**src/rtl/ss_pkg.sv**
```systemverilog
// Shared types and constants for the ss correlator back-end blocks.
// Holds the peak-detector decision record layout and register map.
package ss_pkg;

  typedef struct packed {
    logic        detect;
    logic        sign;
    logic [7:0]  idx;
    logic [21:0] mag;
  } ss_pd_rec_t;

  localparam logic [3:0]  SS_PD_THRESH = 4'd0;
  localparam logic [3:0]  SS_PD_WIN    = 4'd1;
  localparam logic [3:0]  SS_PD_CTRL   = 4'd2;
  localparam logic [21:0] MAG_MAX      = 22'h3FFFFF;

  // The most negative input has no positive twin, so it clamps to the largest positive value.
  function automatic logic [31:0] ss_abs(input logic [31:0] v);
    if (!v[31])               return v;
    else if (v == 32'h80000000) return 32'h7FFFFFFF;
    else                      return ~v + 32'd1;
  endfunction

  function automatic logic [21:0] ss_sat22(input logic [31:0] m);
    return (m > {10'd0, MAG_MAX}) ? MAG_MAX : m[21:0];
  endfunction

endpackage

```
**src/rtl/ss_pd_fifo.sv**
```systemverilog
// Small synchronous FIFO for peak-detector decision records.
// A push while full is still taken when a pop happens in the same cycle.
module ss_pd_fifo #(
  parameter int DEPTH = 4,
  parameter int W     = 32
) (
  input  logic         clk,
  input  logic         reset_n,
  input  logic         push,
  input  logic [W-1:0] wdata,
  input  logic         pop,
  output logic [W-1:0] rdata,
  output logic         full,
  output logic         empty,
  output logic [3:0]   count
);
  import ss_pkg::*;

  localparam int AW = (DEPTH > 1) ? $clog2(DEPTH) : 1;

  logic [W-1:0]  mem [DEPTH];
  logic [AW-1:0] wr_ptr, rd_ptr;
  logic          do_push, do_pop;

  function automatic logic [AW-1:0] ptr_next(input logic [AW-1:0] p);
    return (p == AW'(DEPTH - 1)) ? '0 : p + AW'(1);
  endfunction

  assign empty   = (count == 4'd0);
  assign full    = (count == 4'(DEPTH));
  assign do_pop  = pop && !empty;
  assign do_push = push && (!full || do_pop);
  assign rdata   = mem[rd_ptr];

  always_ff @(posedge clk) begin
    if (do_push) mem[wr_ptr] <= wdata;
  end

  always_ff @(posedge clk or negedge reset_n) begin
    if (!reset_n) begin
      wr_ptr <= '0;
      rd_ptr <= '0;
      count  <= 4'd0;
    end else begin
      if (do_push) wr_ptr <= ptr_next(wr_ptr);
      if (do_pop)  rd_ptr <= ptr_next(rd_ptr);
      case ({do_push, do_pop})
        2'b10:   count <= count + 4'd1;
        2'b01:   count <= count - 4'd1;
        default: count <= count;
      endcase
    end
  end

endmodule

```
**src/rtl/ss_peak_detect.sv**
```systemverilog
// Windowed |corr| peak detector: one decision record per window, queued for a valid/ready consumer.
// Configuration registers share the correlator's strobe/addr/din bus style.
module ss_peak_detect #(
  parameter int DEPTH   = 4,
  parameter int WIN_RST = 32
) (
  input  logic        clk,
  input  logic        reset_n,
  input  logic [31:0] din,
  input  logic [3:0]  addr,
  input  logic        strobe,
  output logic [31:0] dout,
  input  logic        sync,
  input  logic        push_corr,
  input  logic [31:0] corr,
  output logic        out_valid,
  output logic [31:0] out_data,
  input  logic        out_ready
);
  import ss_pkg::*;

  logic [31:0] thresh;
  logic [8:0]  win;
  logic        enable, ovf;
  logic [7:0]  cnt, peak_idx, last_idx;
  logic [31:0] peak_mag, mag, nxt_mag;
  logic        peak_sign, nxt_sign;
  logic [7:0]  nxt_idx;
  logic        reg_wr, win_clear, sample, last, pop, ovf_set;
  logic        fifo_full, fifo_empty;
  logic [3:0]  fifo_count;
  ss_pd_rec_t  rec;

  assign reg_wr    = strobe && (addr == SS_PD_THRESH || addr == SS_PD_WIN || addr == SS_PD_CTRL);
  assign win_clear = sync || reg_wr;
  assign sample    = push_corr && enable && !win_clear;
  // WIN of 0 and 256 share the low byte 0, so both wrap to a last index of 255.
  assign last_idx  = win[7:0] - 8'd1;
  assign last      = sample && (cnt == last_idx);
  assign pop       = out_valid && out_ready;
  assign ovf_set   = last && fifo_full && !pop;
  assign mag       = ss_abs(corr);

  always_comb begin
    nxt_mag  = peak_mag;
    nxt_sign = peak_sign;
    nxt_idx  = peak_idx;
    if (mag > peak_mag) begin
      nxt_mag  = mag;
      nxt_sign = corr[31];
      nxt_idx  = cnt;
    end
    rec.detect = (nxt_mag >= thresh);
    rec.sign   = nxt_sign;
    rec.idx    = nxt_idx;
    rec.mag    = ss_sat22(nxt_mag);
  end

  always_ff @(posedge clk or negedge reset_n) begin
    if (!reset_n) begin
      cnt       <= 8'd0;
      peak_mag  <= 32'd0;
      peak_sign <= 1'b0;
      peak_idx  <= 8'd0;
    end else if (win_clear || last) begin
      cnt       <= 8'd0;
      peak_mag  <= 32'd0;
      peak_sign <= 1'b0;
      peak_idx  <= 8'd0;
    end else if (sample) begin
      cnt       <= cnt + 8'd1;
      peak_mag  <= nxt_mag;
      peak_sign <= nxt_sign;
      peak_idx  <= nxt_idx;
    end
  end

  always_ff @(posedge clk or negedge reset_n) begin
    if (!reset_n) begin
      thresh <= 32'd0;
      win    <= 9'(WIN_RST);
      enable <= 1'b1;
    end else if (strobe) begin
      case (addr)
        SS_PD_THRESH: thresh <= din;
        SS_PD_WIN:    win    <= din[8:0];
        SS_PD_CTRL:   enable <= din[0];
        default:      ;
      endcase
    end
  end

  // A fresh overflow outranks a clear request in the same cycle.
  always_ff @(posedge clk or negedge reset_n) begin
    if (!reset_n)                                  ovf <= 1'b0;
    else if (ovf_set)                              ovf <= 1'b1;
    else if (strobe && addr == SS_PD_CTRL && din[1]) ovf <= 1'b0;
  end

  always_comb begin
    case (addr)
      SS_PD_THRESH: dout = thresh;
      SS_PD_WIN:    dout = {23'd0, win};
      SS_PD_CTRL:   dout = {24'd0, fifo_count, 2'b00, ovf, enable};
      default:      dout = 32'd0;
    endcase
  end

  ss_pd_fifo #(.DEPTH(DEPTH), .W(32)) u_fifo (
    .clk     (clk),
    .reset_n (reset_n),
    .push    (last),
    .wdata   (rec),
    .pop     (pop),
    .rdata   (out_data),
    .full    (fifo_full),
    .empty   (fifo_empty),
    .count   (fifo_count)
  );

  assign out_valid = !fifo_empty;

endmodule

```
**config.mk**
```make
export PLATFORM = sky130hd
export DESIGN_NAME = ss_peak_detect
export DESIGN_NICKNAME = d
export VERILOG_FILES = /design/src/rtl/ss_pkg.sv /design/src/rtl/ss_pd_fifo.sv /design/src/rtl/ss_peak_detect.sv
export SDC_FILE = /design/constraint.sdc
export NUM_CORES = 1
export LEC_CHECK = 0
export ABC_AREA = 1
export CORE_MARGIN = 5
export CORE_UTILIZATION = 56
export CTS_CLUSTER_SIZE = 25
export DETAILED_ROUTE_END_ITERATION = 12
export PLACE_DENSITY = 0.79
export REMOVE_ABC_BUFFERS = 1
export SYNTH_ARGS = -nofsm -noshare
export SYNTH_HDL_FRONTEND = slang
export SYNTH_SLANG_ARGS = --single-unit
```
**constraint.sdc**
```tcl
create_clock -name clk -period 5 [get_ports clk]
set_clock_uncertainty 0.15 [all_clocks]
set_input_delay 0.75 -clock clk [delete_from_list [all_inputs] [get_ports clk]]
set_output_delay 0.75 -clock clk [all_outputs]
set_load 0.05 [all_outputs]
```
Word level (Yosys, flattened, before mapping)
Memories as Yosys holds them, arrays and structs flattened.
Cells that the tools add are included.
{"block": "word_totals", "register_bits": 100, "ram_bits": 128, "input_bits": 74, "output_inout_bits": 65, "elab_cells": 82, "n_memories": 1}
{"block": "classes", "n_addsub": 7, "order_cmp": 3, "eq_ne": 9, "mux": 22, "n_bitwise": 1, "n_reduce_logical": 28}
{"name": "u_fifo.mem", "depth": 4, "word_bits": 32, "rd": 1, "rd_clocked_by_memory_dff": 0, "wr": 1, "line_no": "ss_pd_fifo.sv:21", "source": "logic [W-1:0] mem [DEPTH];"}
{"cell": "$mux W32", "n": 5}
{"cell": "$pmux W32 S3", "n": 1}
{"cell": "$mux W8", "n": 5}
{"cell": "$add A32 B1 Y32 const B", "n": 1}
{"cell": "$eq A32 B32 Y1 const B", "n": 1}
{"cell": "$ge A32 B32 Y1", "n": 1}
{"cell": "$gt A32 B22 Y1 const B", "n": 1}
{"cell": "$gt A32 B32 Y1", "n": 1}
{"cell": "$not A32 Y32", "n": 1}
{"cell": "$mux W22", "n": 1}
{"cell": "$logic_and A1 B1 Y1", "n": 11}
{"cell": "$add A8 B1 Y8 const B", "n": 1}
{"cell": "$eq A8 B8 Y1", "n": 1}
{"cell": "$logic_not A4 Y1", "n": 2}
{"cell": "$pmux W4 S2", "n": 1}
{"cell": "$sub A8 B1 Y8 const B", "n": 1}
{"cell": "$mux W1", "n": 7}
{"cell": "$eq A2 B2 Y1 const B", "n": 3}
{"cell": "$reduce_and A2 Y1", "n": 3}
{"cell": "$reduce_bool A2 Y1", "n": 3}
{"cell": "$logic_or A1 B1 Y1", "n": 5}
{"cell": "$add A2 B1 Y2 const B", "n": 2}
{"cell": "$add A4 B1 Y4 const B", "n": 1}
{"cell": "$eq A4 B1 Y1 const B", "n": 1}
{"cell": "other kinds (6)", "n": 10}

Longest topological paths before layout
Gate-level depths: netlist (run 1).
{"block": "logic_depth", "ltp_word": 11, "ltp_mapped": 37, "mapped_depth_nobuf": 35}

By module
A second synthesis (run 1) with hierarchy kept.
{"block": "hier_totals", "cells_unflattened": 1500, "hier_area_um2": 13108.8}
{"mod": "ss_peak_detect", "instances": 1, "cells_each": 1121, "area_each_um2": 7797.5, "seq_area_each_um2": 2304.7}
{"mod": "ss_pd_fifo", "instances": 1, "cells_each": 379, "area_each_um2": 5311.3, "seq_area_each_um2": 4043.9}

Least setup slack after synthesis (run 1)
No wires, ideal clock.
{"block": "synth_path", "path_type": "input -> register", "startpoint": "input port corr[0]", "endpoint": "memory u_fifo.mem[0][31], data pin", "setup_ns": 0.288, "arrival_ns": 4.217, "required_ns": 4.562, "slack_ns": 0.344, "stages": 32, "path_buffers": 3, "cell_sequence": "inv_1 -> ha_1 -> nand3_2 -> nor2_4 -> nand2_4 -> nor2_4 -> nand2_4 -> buf_2 -> nand3_1 -> ha_1 -> nand2_1 -> nand2_1 -> nand2_1 -> nand2_1 -> nand2_1 -> nand3_2 -> a21oi_4 -> nand2_4 -> nand2_4 -> buf_6 -> buf_4 -> nand2_1 -> o21ai_2 -> ha_1 -> a21oi_1 -> o21ai_0 -> o21ai_0 -> nand2_1 -> nand2_1 -> a21oi_1 -> nor2_1 -> o21ai_0"}
{"item": "start: declaration", "line_no": "ss_peak_detect.sv:15", "source": "input logic [31:0] corr,"}
{"item": "end: declaration", "line_no": "ss_pd_fifo.sv:21"}

==> results of run 1 <==
==> final timing paths <==
check / startpoint / end / slack (ns) / depth (start not counted)
min: reset_n / u_fifo.count[0] / 0.16 / 1
min reg2reg: thresh[4] / thresh[4] / 0.34 / 2
max: corr[11] / u_fifo.mem[2][31] / 0.17 / 27
min in group clk: thresh[4] / thresh[4] / 0.34 / 2
max reg2reg: peak_mag[15] / u_fifo.mem[2][31] / 1.46 / 20
max in group asynchronous: reset_n / enable / 3.49 / 2
==> synth_stat cells (3+ instances only) <==
cell      instances  area share (%)
o21ai_0         112             4.3
inv_1           182             5.2
nor2_4            5            0.43
nand2_4           7            0.60
xnor2_1           7            0.47
o21ai_1          13            0.50
nand2_1         234             6.7
nor2_1          193             5.5
o22ai_1          64             3.1
nor3_1           10            0.38
o21ai_2          21             1.4
nand3_4           3            0.40
a21oi_1          60             2.3
or2_2             5            0.24
nand3_2          27             2.1
buf_2             5            0.19
o211ai_1          8            0.46
a211oi_1          3            0.17
buf_8             4            0.46
nand3b_1          3            0.17
nand4_1          16            0.76
ha_1             74             7.1
nand2_2           9            0.43
xor2_1           11            0.74
inv_2            20            0.57
buf_4             5            0.29
a22o_1            9            0.60
nand3_1          48             1.8
clkbuf_1         35             1.0
edfxtp_1        128              29
nor2_2           15            0.72
buf_6             4            0.34
dfrtp_1          98              19
==> metal layers <==
metal | vias to the layer above | share of wire, % | global-route usage, %
li1 | 5479 | - | -
met2 | 458 | 50 | 46.1
met3 | 103 | 6.6 | 4.10
met4 | 2 | 3.9 | 10.3
met1 | 5426 | 39 | 33.0
met5 | - | 0.036 | 0
==> kinds of logic after synthesis <==
logic type | Yosys count | synth area share (%)
and+or+nand+nor | 583 | 21.1
xor gates and xnor gates | 19 | 1.38
adders and majority gates | 75 | 7.22
AOI/OAI and AO/OA | 299 | 13.6
DFF | 228 | 48.5
buffers and inverters | 259 | 8.22
muxes | 1 | 0.0764
==> layout make-up <==
cell class | instances | area (sq um) | area share (%)
multi-input combinational | 977 | 5880 | 34.5
clock buffer | 34 | 698 | 4.10
clock inverter | 10 | 139 | 0.815
tap | 319 | 399 | 2.34
inverter | 205 | 781 | 4.58
sequential | 228 | 6350 | 37.3
timing repair buffer | 311 | 2790 | 16.4
==> placed cells by master, fill, tap and decap left out, drive strengths merged, types with 64 or more instances in the layout <==
cell type,instances
nand2,250
nor2,215
inv,204
buf,174
o21ai,148
clkdlybuf4s50,130
edfxtp,128
dfrtp,98
nand3,78
ha,74
o22ai,64
==> power breakdown <==
part / internal [W] / total (W) / switching, W
sequential: 0.00210 / 0.00217 / 0.0000791
combinational: 0.00102 / 0.00290 / 0.00189
clock: 0.00113 / 0.00186 / 0.000729
total: 0.00424 / 0.00694 / 0.00269
==> critical path: cells and delay by family <==
family                     cells  cell delay (ns)
AOI/OAI and AO/OA              5             0.82
buffers and inverters          4             0.89
and+or+nand+nor               16             1.86
adders and majority gates      2             0.66
==> flip-flops by register name, indices dropped and copies added (netlist names) <==
register and flops:
peak_idx 8, u_fifo.wr_ptr 2, peak_sign 1, u_fifo.mem 128, ovf 1, win 9
u_fifo.rd_ptr 2, cnt 8, enable 1, peak_mag 32, u_fifo.count 4, thresh 32
==> metrics by stage <==
step           hold WS, ns  cell area (sq um)
2_1_floorplan        0.303              12800
3_3_place_gp         0.316              15900
3_5_place_dp         0.325              15900
4_1_cts              0.194              16700
5_1_grt              0.244              17000
6_report             0.161              17000
==> repair_timing <==
item / 4_1_cts / 5_1_grt
gates resized for setup: 1 / 61
hold endpoints to repair: 0 / 0
setup endpoints to repair: 4 / 4
buffers inserted: 0 / 9
pin swaps: 0 / 19
==> flow_summary_export.csv, run 1 <==
group,metric,value,unit
timing,period_share,96.6,%
cts,htree_levels,1,
detailed_routing,drt_first_pass_iters,7,
global_route,grt_usage,26.4,%
critical_path,critPathCaptureType,"flip-flop",
final_layout,final_cells,2084,
detailed_routing,via_per_inst,5.50,
timing,finalSetupViolations,0,
floorplanning,core,23300,sq um
global_route,grt_pass1_vias,11322,
timing,hold_violations,0,
cts,clock-root-buffer,"clkbuf_16",
logic_synthesis,synth_edf_count,128,
logic_synthesis,synth_ff_type,"edfxtp_1",
cts,clkTransAtPathRegs,0.06,ns
global_route,grt_max_degree,67,
timing,slew_headroom,28.8,%
detailed_routing,vias,11468,
placement,routabilityCongestion,0.940,
logic_synthesis,ys_seq_area_share,48.5,%
cts,clkLatencyLatePin,0.52,ns
logic_synthesis,syn_area,13100,sq um
placement,place_ws,-0.503,ns
job,cap_violations,0,
critical_path,critical_path_class,"input port to flip-flop",
detailed_routing,drtIter0Drc,910,
detailed_routing,route.detailed.drc,0,
critical_path,critPathMaxStageDelay,0.49,ns
timing,finalMaxSlewViolations,0,
logic_synthesis,syn_inst,1464,
cts,tritoncts_num_sinks,228,
floorplanning,die_w,163,um
critical_path,cp.required,5.18,ns
cts,ctsHoldBuffers,0,
timing,setup_slack,0.171,ns
placement,placed_cells,2031,
final_layout,finish.net_count,1896,
cts,tritoncts.num_buffers,24,
cts,cts_tree,"yes",
global_route,overflow,0,
final_layout,drive_gt1_share,21.8,%
timing,fmax,207,MHz
logic_synthesis,synth-seq-cells,228,
final_layout,antennaDiodeCount,0,
cts,clockBufferDepth,3,
critical_path,crit_path_frequent_cell,"nand2_1",
placement,port_buffers,138,
pwr,total_power,0.00694,W
pwr,irDropWorstVdd,0.320,mV
detailed_routing,antenna_left,0,
global_route,antenna_found_initial,1,
final_layout,area_growth,30.0,%
floorplanning,num_rows,56,
worst_hold_path,min_path_type,"input port to asynchronous set/reset pin",
logic_synthesis,synth_cell_types,53,
timing,period_needed,4.83,ns
global_route,grt_pass1_wl,56300,um
timing,tns,0,ns
logic_synthesis,synth_warnings,0,
critical_path,worstPathArrival,5.01,ns
logic_synthesis,synth_area_per_cell,8.95,sq um
pwr,power_density,407,nW/um^2
pwr,p_leak,7.70,nW
timing,tightest_slew,1.06,ns
floorplanning,die_area,26600,sq um
detailed_routing,routed_wl,35900,um
logic_synthesis,async_reset_ff_share,43.9,%
run_status,status,"complete, no violations",
floorplanning,io_pins,139,
placement,dp.final_hpwl,25900,um
critical_path,worstSetupStartpointType,"input port",
floorplanning,fp.dieH,163,um
final_layout,nFillCells,1625,
final_layout,final_util,73.2,%
critical_path,critPathMaxFanout,7,
floorplanning,initial_core_util,56.3,%
detailed_routing,routedWlPerCell,17.2,um
critical_path,cpMaxStageDelayCell,"clkdlybuf4s50_1",
(Power assumes the default switching activity.)
==> inputs of run 2 (changes only) <==
- CORE_UTILIZATION: 56 -> 62
- PLACE_DENSITY: 0.79 -> 0.86
==> flow_summary_export.csv, run 2 (synthesis gave the netlist of run 1 again) <==
group,metric,value,unit
critical_path,crit_path_frequent_cell,"nand2_1",
critical_path,ff2ff_setup_slack,1.39,ns
critical_path,critical_path_class,"input port to flip-flop",
final_layout,top_regs,"u_fifo.mem: 128 flops, peak_mag: 32 flops, thresh: 32 flops",
detailed_routing,antenna_left,0,
cts,htree_levels,1,
timing,period_needed,4.84,ns
placement,routabilityCongestion,0.954,
placement,placed_cells,1977,
cts,clock-root-buffer,"clkbuf_16",
floorplanning,die_w,155,um
final_layout,layout_common_cells,"229 x nand2_1, 180 x inv_1, 169 x nor2_1",
critical_path,crit_cells,31,
final_layout,nFillCells,1242,
global_route,grt_usage,29.5,%
detailed_routing,vias,11799,
timing,finalSetupViolations,0,
timing,slew_headroom,24.9,%
placement,port_buffers,138,
detailed_routing,drt_first_pass_iters,5,
floorplanning,fp.dieH,155,um
final_layout,finish.net_count,1884,
placement,place_ws,-0.500,ns
final_layout,layout_commonest_cell,"nand2_1",
critical_path,worstSetupStartpointType,"input port",
detailed_routing,routed_wl,37300,um
final_layout,drive_gt1_share,20.7,%
detailed_routing,routedWlPerCell,18.4,um
floorplanning,initial_core_util,62.7,%
critical_path,critPathMaxStageDelay,0.51,ns
detailed_routing,route.detailed.drc,0,
critical_path,startpoint,"corr[23]",
final_layout,area_growth,28.4,%
critical_path,critPathTopFamily,"simple AND/OR/NAND/NOR gates",
cts,tritoncts_num_sinks,228,
job,cap_violations,0,
critical_path,cpMaxStageDelayCell,"clkdlybuf4s50_1",
timing,fmax,206,MHz
critical_path,reg2reg_depth,23,
global_route,grt_max_degree,67,
global_route,overflow,0,
cts,ctsHoldBuffers,0,
final_layout,largest_reg_flops,128,
cts,clkTransAtPathRegs,0.06,ns
pwr,irDropWorstVdd,0.261,mV
detailed_routing,via_per_inst,5.82,
worst_hold_path,min_path_type,"input port to asynchronous set/reset pin",
final_layout,final_util,80.6,%
final_layout,antennaDiodeCount,0,
floorplanning,core,20900,sq um
cts,tritoncts.num_buffers,24,
timing,tightest_slew,1.12,ns
critical_path,cp_num_buf_inv,6,
timing,setup_slack,0.156,ns
run_status,status,"complete, no violations",
pwr,total_power,0.00679,W
timing,hold_violations,0,
global_route,grt_pass1_wl,57300,um
final_layout,regMostFlops,"u_fifo.mem",
cts,clkLatencyLatePin,0.52,ns
critical_path,timing.rr.end,"u_fifo.mem[3][31]",
timing,finalMaxSlewViolations,0,
floorplanning,num_rows,53,
critical_path,worstPathArrival,5.04,ns
critical_path,worstReg2RegStart,"peak_mag[15]",
placement,dp.final_hpwl,25600,um
cts,cts_tree,"yes",
cts,clockBufferDepth,3,
floorplanning,die_area,24100,sq um
global_route,antenna_found_initial,1,
critical_path,cp.required,5.19,ns
timing,period_share,96.9,%
critical_path,critPathCaptureType,"flip-flop",
final_layout,final_cells,2028,
pwr,power_density,403,nW/um^2
critical_path,critPathMaxFanout,7,
pwr,p_leak,7.67,nW
global_route,grt_pass1_vias,11564,
detailed_routing,drtIter0Drc,1167,
floorplanning,io_pins,139,
==> run 2: changes by cell type in the layout (fill, tap and decap cells not counted), moves of 3 or more <==
cell,previous run,this run
o21ai_2,24,21
clkbuf_1,4,12
dlymetal6s2s_1,7,16
nand3_2,31,27
buf_6,0,3
nand3_1,43,48
clkdlybuf4s50_1,130,121
buf_4,165,151
clkbuf_8,6,0
nor2_1,173,169
==> run 2: worst max path at each step <==
stage	endpoint	slack [ns]
final	u_fifo.mem[3][31]	0.16
after global routing	u_fifo.mem[3][31]	-0.08
after detailed placement	u_fifo.mem[3][31]	-0.50
after floorplan	u_fifo.mem[0][31]	-0.003
after global placement	u_fifo.mem[2][31]	-0.31
after CTS	u_fifo.mem[2][31]	0.006
==> run 2: per-stage QoR <==
stage	setup TNS, ns	hold slack [ns]	instance area [sq um]
after CTS	0	0.181	16500
after detailed placement	-2.06	0.330	15800
final	0	0.166	16800
after floorplan	-0.0107	0.303	12800
after global placement	-1.26	0.317	15800
after global routing	-0.334	0.230	16800
==> run 2: cell type report <==
type / instances / area [sq um] / area share, %
Timing Repair Buffer: 299 / 2750 / 16.3
Inverter: 205 / 777 / 4.62
Clock inverter: 8 / 82.6 / 0.491
Sequential cell: 228 / 6350 / 37.7
Tap cell: 275 / 344 / 2.04
Clock buffer: 36 / 646 / 3.84
Multi-Input combinational cell: 977 / 5880 / 35.0
==> run 2: power breakdown <==
part / leakage [nW] / total, W / internal (W) / switching, W
logic: 4.74 / 0.00290 / 0.00103 / 0.00188
clock network: 0.348 / 0.00168 / 0.000951 / 0.000729
registers: 2.59 / 0.00220 / 0.00210 / 0.000108
==> run 2: layer usage <==
| metal | wire, um | vias up | GRT usage (%) |
|---|---|---|---|
| met3 | 2940 | 143 | 4.45 |
| met5 | 13 | - | 0 |
| met2 | 18800 | 639 | 52.2 |
| li1 | - | 5453 | - |
| met4 | 1860 | 2 | 12.8 |
| met1 | 13700 | 5562 | 35.9 |
==> run 2: timing repair <==
| item | 4_1_cts | 5_1_grt |
|---|---|---|
| setup buffers | 0 | 5 |
| gates cloned | 0 | 2 |
| gates resized for setup | 2 | 72 |
| endpoints found under the setup margin | 4 | 4 |
| hold endpoints to repair | 0 | 0 |
| pin swaps | 0 | 25 |
==> inputs of run 3 (changes only) <==
- CORE_UTILIZATION: 62 -> 58
- PLACE_DENSITY: 0.86 -> 0.81
- clock period: 5 -> 4.7 ns (I/O delays scaled with it)
==> flow_summary_export.csv, run 3 (synthesis gave the netlist of run 1 again) <==
group,metric,value,unit
timing,fmax,201,MHz
detailed_routing,via_per_inst,5.93,
pwr,p_int,0.00449,W
global_route,grt_usage,28.4,%
pwr,combPwrFrac,42.6,%
final_layout,top_regs,"u_fifo.mem: 128 flops, peak_mag: 32 flops, thresh: 32 flops",
global_route,grt_pass1_vias,11760,
detailed_routing,antenna_left,0,
pwr,p_sw,0.00300,W
timing,finalSetupViolations,4,
pwr,irDropWorstVdd,0.295,mV
cts,clkTransAtPathRegs,0.06,ns
critical_path,critPathMaxFanout,7,
critical_path,critical_path_class,"input port to flip-flop",
detailed_routing,drtIter0Drc,1378,
final_layout,largest_reg_flops,128,
pwr,p_clk_share,26.6,%
final_layout,antennaDiodeCount,0,
final_layout,finish.net_count,1924,
cts,tritoncts_num_sinks,228,
placement,place_ws,-0.891,ns
cts,ctsHoldBuffers,0,
pwr,total_power,0.00749,W
detailed_routing,routed_wl,41000,um
timing,finalMaxSlewViolations,0,
final_layout,drive_gt1_share,27.9,%
pwr,p_leak,7.93,nW
critical_path,worstSetupStartpointType,"input port",
global_route,antenna_found_initial,0,
critical_path,crit_path_frequent_cell,"nand2_2",
timing,period_needed,4.97,ns
job,cap_violations,0,
final_layout,layout_commonest_cell,"buf_4",
detailed_routing,drt_first_pass_iters,5,
run_status,status,"finished, violations left",
cts,clock-root-buffer,"clkbuf_16",
detailed_routing,routedWlPerCell,19.7,um
floorplanning,num_rows,55,
detailed_routing,route.detailed.drc,0,
worst_hold_path,min_path_type,"input port to asynchronous set/reset pin",
cts,clockBufferDepth,3,
floorplanning,core,22400,sq um
timing,holdWs,0.168,ns
timing,setup_slack,-0.272,ns
pwr,switching_share,40.0,%
final_layout,layout_common_cells,"215 x buf_4, 212 x nand2_1, 177 x inv_1",
pwr,pwr-share-seq,30.9,%
floorplanning,io_pins,139,
global_route,grt_pass1_wl,59600,um
pwr,power_density,428,nW/um^2
final_layout,nFillCells,1388,
timing,tightest_slew,1.14,ns
cts,clkLatencyLatePin,0.53,ns
timing,period_share,106,%
critical_path,worstPathArrival,5.09,ns
timing,hold_violations,0,
critical_path,critPathTopFamily,"simple AND/OR/NAND/NOR gates",
critical_path,critPathMaxStageDelay,0.29,ns
global_route,grt_max_degree,74,
timing,slew_headroom,23.6,%
critical_path,cp_num_buf_inv,7,
critical_path,cpMaxStageDelayCell,"ha_1",
critical_path,critPathCaptureType,"flip-flop",
placement,dp.final_hpwl,24800,um
detailed_routing,vias,12332,
final_layout,area_growth,33.6,%
cts,tritoncts.num_buffers,24,
global_route,overflow,0,
critical_path,cp.required,4.81,ns
final_layout,regMostFlops,"u_fifo.mem",
cts,cts_tree,"yes",
run_status,violations,"negative setup slack",
placement,port_buffers,138,
cts,htree_levels,1,
placement,routabilityCongestion,0.925,
floorplanning,die_area,25700,sq um
floorplanning,fp.dieH,160,um
floorplanning,die_w,160,um
floorplanning,initial_core_util,58.4,%
-- run 3: changes by cell type in the layout (fill, tap and decap cells not counted), moves of 8 or more --
cell,change
a21oi_1,-8
a21oi_2,+8
buf_4,+64
clkbuf_1,-10
clkdlybuf4s50_1,-45
dlygate4sd2_1,+21
dlymetal6s2s_1,-11
ha_1,-10
ha_4,+10
nand2_1,-17
nand2_2,+16
nand3_1,-9
-- run 3: cell type report --
type / instances / area, sq um / area share [%]
Tap cell: 285 / 357 / 2.04
Clock buffer: 27 / 622 / 3.55
Timing Repair Buffer: 338 / 2940 / 16.8
Multi-Input combinational cell: 978 / 6250 / 35.7
Sequential cell: 228 / 6350 / 36.3
Clock inverter: 17 / 206 / 1.18
Inverter: 205 / 782 / 4.47
-- run 3: repair_timing --
action | 4_1_cts | 5_1_grt
cloned | 3 | 0
setup buffers | 38 | 13
setup endpoints to repair | 4 | 12
gates resized for setup | 77 | 98
pin swaps | 39 | 59
-- run 3: power by group through the flow --
stage | Combinational, W | Clock, W | Sequential (W)
3_5_place_dp | 0.00290 | 0 | 0.00234
5_1_grt | 0.00342 | 0.00209 | 0.00232
2_1_floorplan | 0.00183 | 0 | 0.00239
6_report | 0.00319 | 0.00199 | 0.00231
4_1_cts | 0.00303 | 0.00199 | 0.00231
3_3_place_gp | 0.00282 | 0 | 0.00234
-- run 3: per-stage QoR --
stage | instances | TNS, ns | instance area (sq um) | util, %
floorplan | 1410 | -1.03 | 12800 | -
global route | 2078 | -1.55 | 17500 | 78.0
CTS | 2066 | 0 | 17000 | 75.8
global placement | 1981 | -13.05 | 15700 | 69.8
detailed placement | 1981 | -22.84 | 15700 | 69.8
finish | 2078 | -1.09 | 17500 | 78.0
-- run 3: path summary, 6_finish.rpt --
path,start,to,slack (ns),cells past startpoint
hold / removal,reset_n,u_fifo.rd_ptr[1],0.17,1
setup reg to reg,peak_mag[26],u_fifo.mem[3][31],0.80,20
hold reg to reg,thresh[5],thresh[5],0.34,2
max in group asynchronous,reset_n,thresh[9],3.22,2
min in group clk,thresh[5],thresh[5],0.34,2
setup / recovery,corr[0],u_fifo.mem[3][31],-0.27,30
-- run 3: layer usage --
layer  vias to the layer above  GRT usage, %  wire [um]
met5                         -             0          0
met4                         0          11.2       2540
met3                       227          5.03       3790
met2                       761          48.4      19700
met1                      5808          36.2      15000
li1                       5536             -          -
==> RTL edit (config.mk and constraints of run 3) <==
One comparison of `count` changes from == to >=.
--- a/src/rtl/ss_pd_fifo.sv
+++ b/src/rtl/ss_pd_fifo.sv
@@ -27,7 +27,7 @@
   endfunction
 
   assign empty   = (count == 4'd0);
-  assign full    = (count == 4'(DEPTH));
+  assign full    = (count >= 4'(DEPTH));
   assign do_pop  = pop && !empty;
   assign do_push = push && (!full || do_pop);
   assign rdata   = mem[rd_ptr];
Check against the original RTL: no difference found for any inputs over 4 cycles, from zero or initial values and one cycle with reset_n low; that may be too few to reach the edited logic, so the function may still have changed.
==> RTL edit against run 3 <==
- the flow still finishes with violations (setup timing)
- synthesized area fell by 2.9%
- setup slack better by 0.22 ns
- sequential cell count did not move
- non-clock buffer count shrank 6
- wire length shrank 9.6%
- final area is 2.9% lower
- maximum frequency rose by 4.5%
- total power down 2.3%
- global-route usage down 0.55 points
- worst hold slack about the same
- largest power group unchanged
- highest routed layer unchanged
==> RTL edit: results (changes against run 3) <==
placed cell count=1987 (+0.30%); slew margin rel.=20.9% (-2.8 points); Place WS=-1.05 ns (-0.155 ns); Max clock buf depth=3 (unchanged); RR Endpoint=u_fifo.mem[2][31]; static leakage=7.77 nW (-2.0%); core area=21700 um2 (-3.3%); TritonCTS Buffers=23 (-4.2%); Starting DRT DRC Count=1107 (-20%); worst endpoint data arrival time=4.87 ns (-0.22 ns); vias in the first global route=11400 (-3.1%); r2r startpoint=peak_mag[20]; portion of netlist area occupied by mux cells=0% (-0.076 points); layout cells sized above 1=26.4% (-1.5 points); complex-gate fraction of the synthesized area=12.7% (-0.84 points); Final setup viols=4 (unchanged); Synth Area in Adders=7.43% (+0.21 points); vias=11700 (-4.8%); final hold slack=0.168 ns (+0.000175 ns); outcome=complete, but fails checks; largest net degree at the start of global routing=75 (+1.4%); DRT Pass-1 Iters=6 (+1); Crit Path Max Fanout=5 (-2); WL/cell=18.0 um (-8.6%); post-route insts no fill=2057 (-1.0%); cell area after layout=17000 um2 (-2.9%); Area after DPL=15400 um2 (-1.7%); HPWL Detailed=24.8 mm (about the same); synth unique cells=49 (-7.5%); EDFF count, synth=128 (unchanged); register area share after synthesis=49.9% (+1.4 points); failing checks=setup timing; Reg2Reg Setup Slack=0.90 ns (+0.10 ns); Cells after Synth=1455 (-0.61%); xor/xnor share of the synthesized area=2.41% (+1.0 points); Final Worst Setup Slack=-0.0561 ns (+0.216 ns); synth top area cells=edfxtp_1, dfrtp_1, nand2_1, ha_1, nor2_1; Worst VDD drop=0.301 mV (+2.1%); gr usage total=27.8% (-0.55 points); Placer Congestion=0.946 (+2.3%); first-pass GRT wire length=55.8 mm (-6.4%); H-tree depth=1 (unchanged); nets@finish=1909 (-0.78%); Filler cells=1358 (-2.2%); I/O Buffers=138 (unchanged); list of most frequent post-synthesis cells=nand2_1, nor2_1, inv_1; CTS Root Cell=clkbuf_16; yosys warns=0 (unchanged)
RTL edit: cell type report:
type                       instances  area share (%)
multi-input combinational        974            35.6
tap                              280            2.06
inverter                         201            4.47
sequential                       228            37.4
clock buffer                      30            3.54
timing repair buffer             332            16.0
clock inverter                    12           0.928
RTL edit: metal layers:
layer / global-route usage (%) / vias to the layer above / share of wire (%)
met3: 3.72 / 121 / 8.0
met4: 7.35 / 0 / 3.6
met5: 0 / - / 0
li1: - / 5459 / -
met1: 37.2 / 5547 / 39
met2: 48.2 / 610 / 50
RTL edit: kinds of logic after synthesis:
logic type | Yosys count
and+or+nand+nor | 573
AOI/OAI and AO/OA | 291
buffers and inverters | 253
DFF | 228
adders and majority gates | 75
xor gates and xnor gates | 35
RTL edit: per-stage QoR:
stage	setup TNS, ns	util (%)
2_1_floorplan	-34.97	-
5_1_grt	-0.776	78.3
3_5_place_dp	-47.31	70.9
6_report	-0.188	78.3
4_1_cts	0	76.7
3_3_place_gp	-35.54	70.9
RTL edit: what timing repair did:
item / 4_1_cts / 5_1_grt
endpoints found under the hold margin: 0 / 0
setup endpoints to repair: 4 / 4
pin swaps: 54 / 74
cloned: 2 / 0
gates resized for setup: 132 / 132
setup buffers: 14 / 12
RTL edit: how the worst max path moves through the flow:
stage	slack, ns	to	cells after the start	from
2_1_floorplan	-0.71	u_fifo.mem[0][31]	31	corr[0]
3_3_place_gp	-0.92	u_fifo.mem[0][31]	34	corr[0]
3_5_place_dp	-1.05	u_fifo.mem[3][31]	34	corr[0]
4_1_cts	0.002	u_fifo.mem[2][31]	35	corr[25]
5_1_grt	-0.20	u_fifo.mem[2][31]	28	corr[5]
6_report	-0.06	u_fifo.mem[2][31]	28	corr[5]
RTL edit: critical path, stage by stage:
cell      delay, ns
buf_2          0.13
nor2_4         0.14
buf_4          0.13
nand2_1        0.08
nor2_2         0.13
nand2_2        0.10
o21ai_2        0.13
xor2_1         0.26
nand2_1        0.14
ha_1           0.29
nand2_1        0.09
nor2_4         0.14
nand2_2        0.08
nor3_4         0.29
nand4_4        0.13
a21boi_4       0.17
buf_4          0.14
buf_4          0.15
buf_4          0.14
o21ai_1        0.20
ha_1           0.29
nand2_1        0.15
nor2_1         0.10
a211oi_2       0.15
o221a_2        0.22
nand2_1        0.05
nand2_1        0.07
nand2_2        0.07
RTL edit: where the power goes:
group / internal [mW] / switching (mW) / leakage, nW / total, mW
Clock: 1.08 / 0.759 / 0.366 / 1.84
Combinational: 1.07 / 2.10 / 4.80 / 3.17
Sequential: 2.23 / 0.0830 / 2.61 / 2.31
Total: 4.39 / 2.94 / 7.77 / 7.32
